$ cat config.mk
export PLATFORM = sky130hd
export DESIGN_NAME = des_decrypt_core
export DESIGN_NICKNAME = d
export VERILOG_FILES = /design/src/rtl/des_pkg.sv /design/src/rtl/des_f.sv /design/src/rtl/des_sbox.sv /design/src/rtl/des_decrypt_core.sv
export SDC_FILE = /design/constraint.sdc
export NUM_CORES = 1
export LEC_CHECK = 0
export ABC_AREA = 1
export CORE_UTILIZATION = 47
export DETAILED_ROUTE_END_ITERATION = 10
export PLACE_DENSITY = 0.66
export SYNTH_ARGS = -nofsm -noshare
export SYNTH_HDL_FRONTEND = slang
export SYNTH_SLANG_ARGS = --single-unit
$ cat constraint.sdc
create_clock -name clk -period 8.6 [get_ports clk]
set_input_delay 2.15 -clock clk [delete_from_list [all_inputs] [get_ports clk]]
set_output_delay 2.15 -clock clk [all_outputs]
set_load 0.05 [all_outputs]
$ cat src/rtl/des_pkg.sv
// rtl/des_pkg.sv - DES permutation tables, S-box contents, key rotation schedule and FSM states
// Purpose: shared constants and bit-permutation helpers for the DES decryption core.
// All tables use DES numbering: entry value n selects DES bit n, bit 1 being the MSB.
package des_pkg;

   typedef enum logic [1:0] {
      IDLE  = 2'd0,
      ROUND = 2'd1,
      DONE  = 2'd2
   } state_e;

   localparam int IP_T [64] = '{
      58, 50, 42, 34, 26, 18, 10, 2, 60, 52, 44, 36, 28, 20, 12, 4,
      62, 54, 46, 38, 30, 22, 14, 6, 64, 56, 48, 40, 32, 24, 16, 8,
      57, 49, 41, 33, 25, 17,  9, 1, 59, 51, 43, 35, 27, 19, 11, 3,
      61, 53, 45, 37, 29, 21, 13, 5, 63, 55, 47, 39, 31, 23, 15, 7};

   localparam int FP_T [64] = '{
      40, 8, 48, 16, 56, 24, 64, 32, 39, 7, 47, 15, 55, 23, 63, 31,
      38, 6, 46, 14, 54, 22, 62, 30, 37, 5, 45, 13, 53, 21, 61, 29,
      36, 4, 44, 12, 52, 20, 60, 28, 35, 3, 43, 11, 51, 19, 59, 27,
      34, 2, 42, 10, 50, 18, 58, 26, 33, 1, 41,  9, 49, 17, 57, 25};

   localparam int E_T [48] = '{
      32,  1,  2,  3,  4,  5,  4,  5,  6,  7,  8,  9,
       8,  9, 10, 11, 12, 13, 12, 13, 14, 15, 16, 17,
      16, 17, 18, 19, 20, 21, 20, 21, 22, 23, 24, 25,
      24, 25, 26, 27, 28, 29, 28, 29, 30, 31, 32,  1};

   localparam int P_T [32] = '{
      16,  7, 20, 21, 29, 12, 28, 17,  1, 15, 23, 26,  5, 18, 31, 10,
       2,  8, 24, 14, 32, 27,  3,  9, 19, 13, 30,  6, 22, 11,  4, 25};

   localparam int PC1_T [56] = '{
      57, 49, 41, 33, 25, 17,  9,  1, 58, 50, 42, 34, 26, 18,
      10,  2, 59, 51, 43, 35, 27, 19, 11,  3, 60, 52, 44, 36,
      63, 55, 47, 39, 31, 23, 15,  7, 62, 54, 46, 38, 30, 22,
      14,  6, 61, 53, 45, 37, 29, 21, 13,  5, 28, 20, 12,  4};

   localparam int PC2_T [48] = '{
      14, 17, 11, 24,  1,  5,  3, 28, 15,  6, 21, 10,
      23, 19, 12,  4, 26,  8, 16,  7, 27, 20, 13,  2,
      41, 52, 31, 37, 47, 55, 30, 40, 51, 45, 33, 48,
      44, 49, 39, 56, 34, 53, 46, 42, 50, 36, 29, 32};

   // Right-rotation of C,D taken before deriving the subkey of round cnt.
   // Round 0 uses the PC1 value unrotated (K16 == left rotation by 28).
   localparam int RSHIFT [16] = '{0, 1, 2, 2, 2, 2, 2, 2, 1, 2, 2, 2, 2, 2, 2, 1};

   // SBOX[n][row*16 + col] is the output of S-box n+1.
   localparam int SBOX [8][64] = '{
      '{14, 4,13, 1, 2,15,11, 8, 3,10, 6,12, 5, 9, 0, 7,  0,15, 7, 4,14, 2,13, 1,10, 6,12,11, 9, 5, 3, 8,
         4, 1,14, 8,13, 6, 2,11,15,12, 9, 7, 3,10, 5, 0, 15,12, 8, 2, 4, 9, 1, 7, 5,11, 3,14,10, 0, 6,13},
      '{15, 1, 8,14, 6,11, 3, 4, 9, 7, 2,13,12, 0, 5,10,  3,13, 4, 7,15, 2, 8,14,12, 0, 1,10, 6, 9,11, 5,
         0,14, 7,11,10, 4,13, 1, 5, 8,12, 6, 9, 3, 2,15, 13, 8,10, 1, 3,15, 4, 2,11, 6, 7,12, 0, 5,14, 9},
      '{10, 0, 9,14, 6, 3,15, 5, 1,13,12, 7,11, 4, 2, 8, 13, 7, 0, 9, 3, 4, 6,10, 2, 8, 5,14,12,11,15, 1,
        13, 6, 4, 9, 8,15, 3, 0,11, 1, 2,12, 5,10,14, 7,  1,10,13, 0, 6, 9, 8, 7, 4,15,14, 3,11, 5, 2,12},
      '{ 7,13,14, 3, 0, 6, 9,10, 1, 2, 8, 5,11,12, 4,15, 13, 8,11, 5, 6,15, 0, 3, 4, 7, 2,12, 1,10,14, 9,
        10, 6, 9, 0,12,11, 7,13,15, 1, 3,14, 5, 2, 8, 4,  3,15, 0, 6,10, 1,13, 8, 9, 4, 5,11,12, 7, 2,14},
      '{ 2,12, 4, 1, 7,10,11, 6, 8, 5, 3,15,13, 0,14, 9, 14,11, 2,12, 4, 7,13, 1, 5, 0,15,10, 3, 9, 8, 6,
         4, 2, 1,11,10,13, 7, 8,15, 9,12, 5, 6, 3, 0,14, 11, 8,12, 7, 1,14, 2,13, 6,15, 0, 9,10, 4, 5, 3},
      '{12, 1,10,15, 9, 2, 6, 8, 0,13, 3, 4,14, 7, 5,11, 10,15, 4, 2, 7,12, 9, 5, 6, 1,13,14, 0,11, 3, 8,
         9,14,15, 5, 2, 8,12, 3, 7, 0, 4,10, 1,13,11, 6,  4, 3, 2,12, 9, 5,15,10,11,14, 1, 7, 6, 0, 8,13},
      '{ 4,11, 2,14,15, 0, 8,13, 3,12, 9, 7, 5,10, 6, 1, 13, 0,11, 7, 4, 9, 1,10,14, 3, 5,12, 2,15, 8, 6,
         1, 4,11,13,12, 3, 7,14,10,15, 6, 8, 0, 5, 9, 2,  6,11,13, 8, 1, 4,10, 7, 9, 5, 0,15,14, 2, 3,12},
      '{13, 2, 8, 4, 6,15,11, 1,10, 9, 3,14, 5, 0,12, 7,  1,15,13, 8,10, 3, 7, 4,12, 5, 6,11, 0,14, 9, 2,
         7,11, 4, 1, 9,12,14, 2, 0, 6,10,13,15, 3, 5, 8,  2, 1,14, 7, 4,10, 8,13,15,12, 9, 0, 3, 5, 6,11}};

   function automatic logic [63:0] perm_ip(input logic [63:0] x);
      logic [63:0] y;
      for (int i = 0; i < 64; i++) y[63-i] = x[64-IP_T[i]];
      return y;
   endfunction

   function automatic logic [63:0] perm_fp(input logic [63:0] x);
      logic [63:0] y;
      for (int i = 0; i < 64; i++) y[63-i] = x[64-FP_T[i]];
      return y;
   endfunction

   function automatic logic [47:0] perm_e(input logic [31:0] x);
      logic [47:0] y;
      for (int i = 0; i < 48; i++) y[47-i] = x[32-E_T[i]];
      return y;
   endfunction

   function automatic logic [31:0] perm_p(input logic [31:0] x);
      logic [31:0] y;
      for (int i = 0; i < 32; i++) y[31-i] = x[32-P_T[i]];
      return y;
   endfunction

   // Parity bits 8,16,..,64 never appear in PC1_T, so they drop out here.
   function automatic logic [55:0] perm_pc1(input logic [63:0] x);
      logic [55:0] y;
      for (int i = 0; i < 56; i++) y[55-i] = x[64-PC1_T[i]];
      return y;
   endfunction

   function automatic logic [47:0] perm_pc2(input logic [55:0] x);
      logic [47:0] y;
      for (int i = 0; i < 48; i++) y[47-i] = x[56-PC2_T[i]];
      return y;
   endfunction

   function automatic logic [27:0] rotr28(input logic [27:0] x, input int n);
      case (n)
         1:       return {x[0], x[27:1]};
         2:       return {x[1:0], x[27:2]};
         default: return x;
      endcase
   endfunction

endpackage

$ cat src/rtl/des_f.sv
// rtl/des_f.sv - combinational DES round function f(R,K)
// Purpose: E-expand R, xor subkey, substitute through S1..S8, permute with P.
// Ports: r_i - 32-bit right half, k_i - 48-bit subkey, f_o - 32-bit result.
module des_f
   import des_pkg::*;
(
   input  logic [31:0] r_i,
   input  logic [47:0] k_i,
   output logic [31:0] f_o
);

   logic [47:0] x;
   logic [31:0] s;

   assign x = perm_e(r_i) ^ k_i;

   S1_BOX u_s1 (.b_i(x[47:42]), .s_o(s[31:28]));
   S2_BOX u_s2 (.b_i(x[41:36]), .s_o(s[27:24]));
   S3_BOX u_s3 (.b_i(x[35:30]), .s_o(s[23:20]));
   S4_BOX u_s4 (.b_i(x[29:24]), .s_o(s[19:16]));
   S5_BOX u_s5 (.b_i(x[23:18]), .s_o(s[15:12]));
   S6_BOX u_s6 (.b_i(x[17:12]), .s_o(s[11:8]));
   S7_BOX u_s7 (.b_i(x[11:6]),  .s_o(s[7:4]));
   S8_BOX u_s8 (.b_i(x[5:0]),   .s_o(s[3:0]));

   assign f_o = perm_p(s);

endmodule

$ cat src/rtl/des_sbox.sv
// rtl/des_sbox.sv - DES S-boxes S1_BOX..S8_BOX
// Purpose: 6-bit to 4-bit substitution; row = {b5,b0}, column = b4:b1.
// Ports: b_i - 6-bit input group, s_o - 4-bit substituted output.
module S1_BOX import des_pkg::*; (input logic [5:0] b_i, output logic [3:0] s_o);
   assign s_o = 4'(SBOX[0][{b_i[5], b_i[0], b_i[4:1]}]);
endmodule

module S2_BOX import des_pkg::*; (input logic [5:0] b_i, output logic [3:0] s_o);
   assign s_o = 4'(SBOX[1][{b_i[5], b_i[0], b_i[4:1]}]);
endmodule

module S3_BOX import des_pkg::*; (input logic [5:0] b_i, output logic [3:0] s_o);
   assign s_o = 4'(SBOX[2][{b_i[5], b_i[0], b_i[4:1]}]);
endmodule

module S4_BOX import des_pkg::*; (input logic [5:0] b_i, output logic [3:0] s_o);
   assign s_o = 4'(SBOX[3][{b_i[5], b_i[0], b_i[4:1]}]);
endmodule

module S5_BOX import des_pkg::*; (input logic [5:0] b_i, output logic [3:0] s_o);
   assign s_o = 4'(SBOX[4][{b_i[5], b_i[0], b_i[4:1]}]);
endmodule

module S6_BOX import des_pkg::*; (input logic [5:0] b_i, output logic [3:0] s_o);
   assign s_o = 4'(SBOX[5][{b_i[5], b_i[0], b_i[4:1]}]);
endmodule

module S7_BOX import des_pkg::*; (input logic [5:0] b_i, output logic [3:0] s_o);
   assign s_o = 4'(SBOX[6][{b_i[5], b_i[0], b_i[4:1]}]);
endmodule

module S8_BOX import des_pkg::*; (input logic [5:0] b_i, output logic [3:0] s_o);
   assign s_o = 4'(SBOX[7][{b_i[5], b_i[0], b_i[4:1]}]);
endmodule

$ cat src/rtl/des_decrypt_core.sv
// rtl/des_decrypt_core.sv - iterative DES decryption, one Feistel round per clock
// Purpose: accept ciphertext+key, run ROUNDS rounds with a reverse key schedule, return plaintext.
// Ports: clk, rst_n (async, active-low);
//        in_valid/in_ready/in_cipher/in_key  - input handshake (bit 63 = DES bit 1);
//        out_valid/out_ready/out_plain       - registered plaintext handshake;
//        busy                                - high while in ROUND or DONE.
module des_decrypt_core
   import des_pkg::*;
#(
   parameter int ROUNDS = 16
)
(
   input  logic        clk,
   input  logic        rst_n,
   input  logic        in_valid,
   output logic        in_ready,
   input  logic [63:0] in_cipher,
   input  logic [63:0] in_key,
   output logic        out_valid,
   input  logic        out_ready,
   output logic [63:0] out_plain,
   output logic        busy
);

   state_e      state_q, state_d;
   logic [3:0]  cnt_q, cnt_d;
   logic [31:0] l_q, l_d, r_q, r_d;
   logic [27:0] c_q, c_d, d_q, d_d;
   logic [63:0] plain_q, plain_d;
   logic        valid_q, valid_d;

   logic [63:0] lr_ip;
   logic [55:0] cd_pc1;
   logic [27:0] c_rot, d_rot;
   logic [47:0] subkey;
   logic [31:0] f_out;
   logic [31:0] r_next;

   assign lr_ip  = perm_ip(in_cipher);
   assign cd_pc1 = perm_pc1(in_key);

   // Decryption walks the schedule backwards: each round rotates C,D right,
   // and the rotated value is both used for this subkey and stored.
   assign c_rot  = rotr28(c_q, RSHIFT[cnt_q]);
   assign d_rot  = rotr28(d_q, RSHIFT[cnt_q]);
   assign subkey = perm_pc2({c_rot, d_rot});

   des_f u_f (
      .r_i (r_q),
      .k_i (subkey),
      .f_o (f_out)
   );

   assign r_next = l_q ^ f_out;

   always_comb begin
      state_d = state_q;
      cnt_d   = cnt_q;
      l_d     = l_q;
      r_d     = r_q;
      c_d     = c_q;
      d_d     = d_q;
      plain_d = plain_q;
      valid_d = valid_q;
      case (state_q)
         IDLE: begin
            if (in_valid) begin
               {l_d, r_d} = lr_ip;
               {c_d, d_d} = cd_pc1;
               cnt_d      = 4'd0;
               state_d    = ROUND;
            end
         end
         ROUND: begin
            l_d   = r_q;
            r_d   = r_next;
            c_d   = c_rot;
            d_d   = d_rot;
            cnt_d = cnt_q + 4'd1;
            if (cnt_q == 4'(ROUNDS - 1)) begin
               // Final swap: output block is {R16, L16}.
               plain_d = perm_fp({r_next, r_q});
               valid_d = 1'b1;
               state_d = DONE;
            end
         end
         DONE: begin
            if (out_ready) begin
               valid_d = 1'b0;
               state_d = IDLE;
            end
         end
         default: state_d = IDLE;
      endcase
   end

   always_ff @(posedge clk or negedge rst_n) begin
      if (!rst_n) begin
         state_q <= IDLE;
         cnt_q   <= 4'd0;
         l_q     <= 32'd0;
         r_q     <= 32'd0;
         c_q     <= 28'd0;
         d_q     <= 28'd0;
         plain_q <= 64'd0;
         valid_q <= 1'b0;
      end else begin
         state_q <= state_d;
         cnt_q   <= cnt_d;
         l_q     <= l_d;
         r_q     <= r_d;
         c_q     <= c_d;
         d_q     <= d_d;
         plain_q <= plain_d;
         valid_q <= valid_d;
      end
   end

   assign in_ready  = (state_q == IDLE);
   assign busy      = (state_q != IDLE);
   assign out_valid = valid_q;
   assign out_plain = plain_q;

endmodule

After elaboration in Yosys (flattened, before gate mapping) --
Memories as Yosys holds them, arrays and structs flattened. Index checks and enable logic that the tools add are counted.
Storage, ports and cells: flip-flop bits (word level) 191, bits in read-only memories 16896, word-level logic and storage cells 95, output and inout port bits 67, latch bits 0, memory bits (writable) 0, input bits 132, memories kept 9
Memories:
- (no name shown) | depth 64, bits a word 32, read ports 1, clocked after memory_dff 0, write ports 0, line des_sbox.sv:33 | assign s_o = 4'(SBOX[7][{b_i[5], b_i[0], b_i[4:1]}]);
- (no name shown) | depth 64, bits a word 32, read ports 1, clocked after memory_dff 0, write ports 0, line des_sbox.sv:5 | assign s_o = 4'(SBOX[0][{b_i[5], b_i[0], b_i[4:1]}]);
- (no name shown) | depth 64, bits a word 32, read ports 1, clocked after memory_dff 0, write ports 0, line des_sbox.sv:21 | assign s_o = 4'(SBOX[4][{b_i[5], b_i[0], b_i[4:1]}]);
- (no name shown) | depth 64, bits a word 32, read ports 1, clocked after memory_dff 0, write ports 0, line des_sbox.sv:9 | assign s_o = 4'(SBOX[1][{b_i[5], b_i[0], b_i[4:1]}]);
- (no name shown) | depth 64, bits a word 32, read ports 1, clocked after memory_dff 0, write ports 0, line des_sbox.sv:25 | assign s_o = 4'(SBOX[5][{b_i[5], b_i[0], b_i[4:1]}]);
- (no name shown) | depth 64, bits a word 32, read ports 1, clocked after memory_dff 0, write ports 0, line des_sbox.sv:13 | assign s_o = 4'(SBOX[2][{b_i[5], b_i[0], b_i[4:1]}]);
- 3 more memories
Cells by class: multiply operators 0, div/mod/pow operators 0, shift operators 0, equality and inequality tests 9, reduce and logical (&&, ||, !) cells 9, multiplexer cells 37, add/subtract/negate cells 1, bitwise operators 11, $lt $le $gt $ge 9
Operator list (number):
- 28-bit case mux with 2 select lines | 4
- 32-bit 2-to-1 mux | 4
- 32-bit case mux with 2 select lines | 2
- 4-bit 2-to-1 mux | 17
- 7-bit greater-or-equal comparator (second input constant) | 8
- 28-bit 2-to-1 mux | 2
- 6-bit inverter with 7-bit output | 8
- 48-bit XOR | 1
- 32-bit by 1-bit equality test with 1-bit output (second input constant) | 1
- 32-bit by 2-bit equality test with 1-bit output (second input constant) | 1
- 32-bit XOR | 1
- 3-bit AND reduction | 3
- 4-bit case mux with 2 select lines | 1
- 2-bit 2-to-1 mux | 3
- 2-bit inequality test (second input constant) | 3
- 2-bit case mux with 3 select lines | 1
- 2-bit nonzero test | 3
- 5-bit greater-or-equal comparator (second input constant) | 1
- 4-bit inverter with 5-bit output | 1
- 4-bit by 1-bit adder with 4-bit output (second input constant) | 1
- 4-bit equality test (second input constant) | 1
- 2-bit AND reduction | 2
- 3-bit inequality test (second input constant) | 1
- 2-bit by 1-bit equality test with 1-bit output (second input constant) | 1
- other kinds (4) | 5

Longest topological paths before layout --
depth in word-level cells 13, gate-level depth with buffers 29, depth with buffers taken out 27

Modules after synthesis --
From an unflattened synthesis, not the netlist that was laid out.
Second synthesis, totals: cell total of the unflattened synthesis 2636, area, all modules 15740.1 um2
Modules (own cells, without submodules):
- des_decrypt_core | cells an instance 1499, times used 1, area an instance 10307.4 um2, sequential area each 4779.6 um2
- des_f | cells an instance 224, times used 1, area an instance 840.8 um2, sequential area each 0.0 um2
- S6_BOX | cells an instance 118, times used 1, area an instance 606.8 um2, sequential area each 0.0 um2
- S2_BOX | cells an instance 119, times used 1, area an instance 604.3 um2, sequential area each 0.0 um2
- S1_BOX | cells an instance 119, times used 1, area an instance 589.3 um2, sequential area each 0.0 um2
- S5_BOX | cells an instance 117, times used 1, area an instance 581.8 um2, sequential area each 0.0 um2
- S8_BOX | cells an instance 113, times used 1, area an instance 574.3 um2, sequential area each 0.0 um2
- S7_BOX | cells an instance 110, times used 1, area an instance 560.5 um2, sequential area each 0.0 um2
- S3_BOX | cells an instance 112, times used 1, area an instance 551.8 um2, sequential area each 0.0 um2
- S4_BOX | cells an instance 105, times used 1, area an instance 523.0 um2, sequential area each 0.0 um2

Least setup slack after synthesis --
Ideal clock, no wire load.
path type reg-to-output, from register state_q[0], to output busy, buffers on the path 1, required time 6.450 ns, setup slack 4.793 ns, stages on the path, launching flop included 4, arrival 1.657 ns, cells stage by stage dfrtp_1 -> buf_2 -> nor2_1 -> inv_1
On the way: cells in the longest elaborated chain, start to end 1
Ends and longest elaborated chain:
- start, declared | line des_decrypt_core.sv:25 | state_e state_q, state_d;
- start signal, assigned | line des_decrypt_core.sv:108 | state_q <= state_d;
- 2-bit nonzero test | line des_decrypt_core.sv:120 | assign busy = (state_q != IDLE);
- end, declared | line des_decrypt_core.sv:22 | output logic busy
Every way passes these cells.

Worst setup path in the final report --
from register cnt_q[0], to register r_q[11]
On the way: cells in the longest elaborated chain, start to end 13, elaborated cells between the ends (all ways) 14, those cells by class 2 x eq/ne; 6 x mux; 4 x bitwise; 2 x memory
Ends and longest elaborated chain:
- start, declared | line des_decrypt_core.sv:26 | logic [3:0] cnt_q, cnt_d;
- start signal, assigned | line des_decrypt_core.sv:109 | cnt_q <= cnt_d;
- 4-bit inverter with 5-bit output (not written as such) * | line des_decrypt_core.sv:45 | assign d_rot = rotr28(d_q, RSHIFT[cnt_q]);
- memory read 16 x 32 bit *
- 32-bit 2-to-1 mux (not written as such) * (2 in a row) | line des_decrypt_core.sv:45
- 32-bit by 2-bit equality test with 1-bit output / 32-bit by 1-bit equality test with 1-bit output (equally long branches)
- 28-bit case mux with 2 select lines * | line des_pkg.sv:107 | case (n)
- 48-bit XOR * | line des_f.sv:15 | assign x = perm_e(r_i) ^ k_i;
- 6-bit inverter with 7-bit output (not written as such) * | line des_sbox.sv:33
- memory read 64 x 32 bit *
- 4-bit 2-to-1 mux (not written as such) * (2 in a row) | line des_sbox.sv:33
- 32-bit XOR * | line des_decrypt_core.sv:54 | assign r_next = l_q ^ f_out;
- 32-bit case mux with 2 select lines * | line des_decrypt_core.sv:65 | case (state_q)
- end signal, assigned | line des_decrypt_core.sv:111 | r_q <= r_d;
- end, declared | line des_decrypt_core.sv:27 | logic [31:0] l_q, l_d, r_q, r_d;
Mark *: on every way between the ends. The rest lies on a longest branch, timed or not. The select of a mux whose other input is x is not followed. A chain may end at the register's enable or synchronous reset.

==> impl_metrics.ini <==
[route]
routed_wirelength_mm = 58.75
post-route-drc-count = 0
detailroute.via_count = 17500
drtIter0Drc = 1611
antenna_left = 0
wl_per_cell_um = 18.94
post_drt_via_cell_ratio = 5.642
drt-pass1-iter-count = 5

[critical_path]
worst-setup-path-type = reg -> reg
cp_data_arrival_time_ns = 5.27
worstReg2RegEnd = r_q[11]$_DFFE_PN0P_
rrSetupSlack_ns = 3.68
cp-end-kind = register
timing.critical_path.from_type = register
r2r-start = cnt_q[0]$_DFFE_PN0P_
required_ns = 8.94
crit_fanout = 56
worstRegToRegCells = 22

[worst_hold_path]
min_delay_worst_endpoint = out_plain[0]$_DFFE_PN0P_
hold_path.class = reg -> reg
timing.hold.worst_path_depth = 2
worst_min_delay_path_startpoint = out_plain[0]$_DFFE_PN0P_

[floorplan]
ioPinCount = 199
die_area_sq_um = 34520
floorplan.core_area_sq_um = 32870
die-width_um = 185.8
num_rows = 66
initial_core_util_pct = 48.31
die_height_um = 185.8

[flow_run]
max_cap_viol_count = 0

[yosys]
mappedNetlistArea_sq_um = 15880
synthDistinctLibCells = 33
synth_warnings = 0
yosysSeqAreaShare_pct = 30.10
postSynthNetCount = 2736
yosys-top-cells-area = sky130_fd_sc_hd__dfrtp_1 30%, sky130_fd_sc_hd__nand2_1 25%, sky130_fd_sc_hd__nand3_1 15%
fraction_of_post_synthesis_cell_area_in_the_top_cell_type_by_area_pct = 30.10
ys_ff_latch = 191
cell_count_after_synthesis = 2537
synth.avg_cell_area_sq_um = 6.258
synth_top_area_cell = sky130_fd_sc_hd__dfrtp_1

[sta]
worst_max_slew_margin_expressed_relative_to_the_limit_pct = 24.30
post-route-period-util_pct = 57.26
slew_viols_final = 0
final.setup.tns_ns = 0
finalWorstPathRequiredPeriod_ns = 4.924
timing.hold.ws_ns = 0.4819
grt_setup_unrepaired = no
worst-slew-pin-transition_ns = 1.128
finalSetupViolations = 0
finalHoldViolations = 0
finalClockSkew_ns = 0.01574
fmax_ghz = 0.2031

[clock_tree]
cts_hold_buffers = 0
post_cts_resize_count = 0
clk_latency_ns = 0.46
tritoncts_buffers = 17
clkSinkCount = 191
cts-root-buf = sky130_fd_sc_hd__clkbuf_16
worst_setup_hold_path_clk_slew_ns = 0.07
tritoncts = done
cts_buffer_depth = 2
post-cts-setup-buffer-count = 0
clock_tree.htree_level_count = 4

[placement]
detailed_place_hpwl_mm = 42.96
gp_congestion = 0.9151
placed_cell_count = 3071
port-buffer-count = 190

[grt]
wire_length_of_the_first_global_routing_pass_mm = 91.60
first_global_vias = 16220
maximum_number_of_pins_on_one_net_before_global_route_repair = 97
antenna_found_initial = 0
grt_total_usage_pct = 34.76
grt.overflow.total = 0

[finish]
insertedDiodeCount = 0
num-nets-final = 2847
fillers = 3369
final_cells = 3102
post_route_cells_drive_above_1_share_pct = 4.962
final_core_utilization_pct = 56.14
layout-area-overhead-vs-synth_pct = 16.20

[run_status]
run_status = finished, final reports clean
[metal layers]
metal  vias to the layer above  routed length [um]  global-route usage, %
met3                        78                5150                  7.161
li1                       8452                   -                      -
met5                         -                   0                      0
met2                       770               25980                  53.54
met4                         0                1799                  11.70
met1                      8202               25820                  48.21
[cell families after synthesis]
group | count (synthesis) | synth area share (%)
AND/OR/NAND/NOR | 1676 | 44.74
XOR/XNOR | 14 | 1.411
flip-flops | 191 | 30.10
buffers and inverters | 314 | 8.802
AO/OA/AOI/OAI | 275 | 9.669
adder cells (fa/ha/maj) | 67 | 5.280
[cell usage after synthesis, drive strengths merged]
| master | instances |
|---|---|
| a21oi | 41 |
| a31oi | 12 |
| buf | 58 |
| clkbuf | 52 |
| clkinv | 2 |
| dfrtp | 191 |
| ha | 67 |
| inv | 202 |
| nand2 | 1079 |
| nand3 | 503 |
| nand4 | 1 |
| nor2 | 92 |
| nor4 | 1 |
| o211ai | 14 |
| o21ai | 172 |
| o22ai | 36 |
| xor2 | 14 |
[flip-flops by register name, indices dropped and copies added, names as in the netlist]
register / flops
cnt_q: 4
c_q: 28
out_valid: 1
l_q: 32
state_q: 2
out_plain: 64
d_q: 28
r_q: 32
[cell usage in the layout (no fill, tap or decap), types with 6 or more instances in the layout]
cell                              synthesis  routed
sky130_fd_sc_hd__a21oi_1                 41      41
sky130_fd_sc_hd__o211ai_1                14      14
sky130_fd_sc_hd__nand3_2                 24      24
sky130_fd_sc_hd__dfrtp_1                191     190
sky130_fd_sc_hd__o22ai_1                 36      36
sky130_fd_sc_hd__nand2_2                 15      15
sky130_fd_sc_hd__o21ai_2                  8       8
sky130_fd_sc_hd__clkdlybuf4s50_1          0     189
sky130_fd_sc_hd__o21ai_0                155     155
sky130_fd_sc_hd__nand3_1                478     478
sky130_fd_sc_hd__ha_1                    67      67
sky130_fd_sc_hd__o21ai_1                  6       6
sky130_fd_sc_hd__nor2_1                  92      90
sky130_fd_sc_hd__inv_2                   21      21
sky130_fd_sc_hd__a31oi_1                 12      12
sky130_fd_sc_hd__xor2_2                   6       6
sky130_fd_sc_hd__clkbuf_16                0      17
sky130_fd_sc_hd__buf_4                   18      12
sky130_fd_sc_hd__nand2_1               1063    1062
sky130_fd_sc_hd__inv_1                  180     180
[per-stage QoR]
step                setup WS (ns)  cell area (sq um)
floorplan                   4.793              15880
global placement            3.854              17820
detailed placement          3.788              17820
CTS                         3.775              18450
global route                3.333              18450
finish                      3.676              18450
[layout make-up]
type	instances	area, sq um	area share [%]
multi-input cells	2032	9718	52.67
flip-flops and latches	191	4781	25.91
clock buffers	19	452.9	2.455
repair buffers	202	1996	10.82
clock inverters	12	180.2	0.9765
inverters	204	769.5	4.171
well taps	442	553.0	2.997
[worst max-delay path, cell delays in order (launching register included)]
cell and delay [ns]:
sky130_fd_sc_hd__dfrtp_1 0.40, sky130_fd_sc_hd__ha_1 0.22, sky130_fd_sc_hd__nand2_1 0.08, sky130_fd_sc_hd__nor2_1 0.07, sky130_fd_sc_hd__a31oi_1 0.14, sky130_fd_sc_hd__inv_1 0.07
sky130_fd_sc_hd__a31oi_1 0.20, sky130_fd_sc_hd__ha_1 0.27, sky130_fd_sc_hd__buf_4 0.30, sky130_fd_sc_hd__inv_4 0.68, sky130_fd_sc_hd__nand3_1 0.32, sky130_fd_sc_hd__nand2_1 0.12
sky130_fd_sc_hd__nand2_1 0.05, sky130_fd_sc_hd__nand2_1 0.51, sky130_fd_sc_hd__inv_1 0.43, sky130_fd_sc_hd__nand3_1 0.19, sky130_fd_sc_hd__nand3_1 0.11, sky130_fd_sc_hd__nand2_1 0.12
sky130_fd_sc_hd__nand2_1 0.07, sky130_fd_sc_hd__nand3_1 0.13, sky130_fd_sc_hd__nand3_1 0.11, sky130_fd_sc_hd__nand2_1 0.12, sky130_fd_sc_hd__nand2_1 0.06
[worst max path at each step]
stage	start	to	slack (ns)	cells after the start
2_1_floorplan	state_q[0]$_DFFE_PN0P_	busy	4.79	3
6_report	cnt_q[0]$_DFFE_PN0P_	r_q[11]$_DFFE_PN0P_	3.68	22
5_1_grt	cnt_q[0]$_DFFE_PN0P_	r_q[2]$_DFFE_PN0P_	3.33	24
3_3_place_gp	cnt_q[0]$_DFFE_PN0P_	r_q[21]$_DFFE_PN0P_	3.85	24
3_5_place_dp	cnt_q[0]$_DFFE_PN0P_	r_q[2]$_DFFE_PN0P_	3.79	24
4_1_cts	cnt_q[0]$_DFFE_PN0P_	r_q[2]$_DFFE_PN0P_	3.77	24
Power is left out: the tool's default activity adds up to more than one toggle a clock period on the data nets, which glitch-free logic cannot reach.
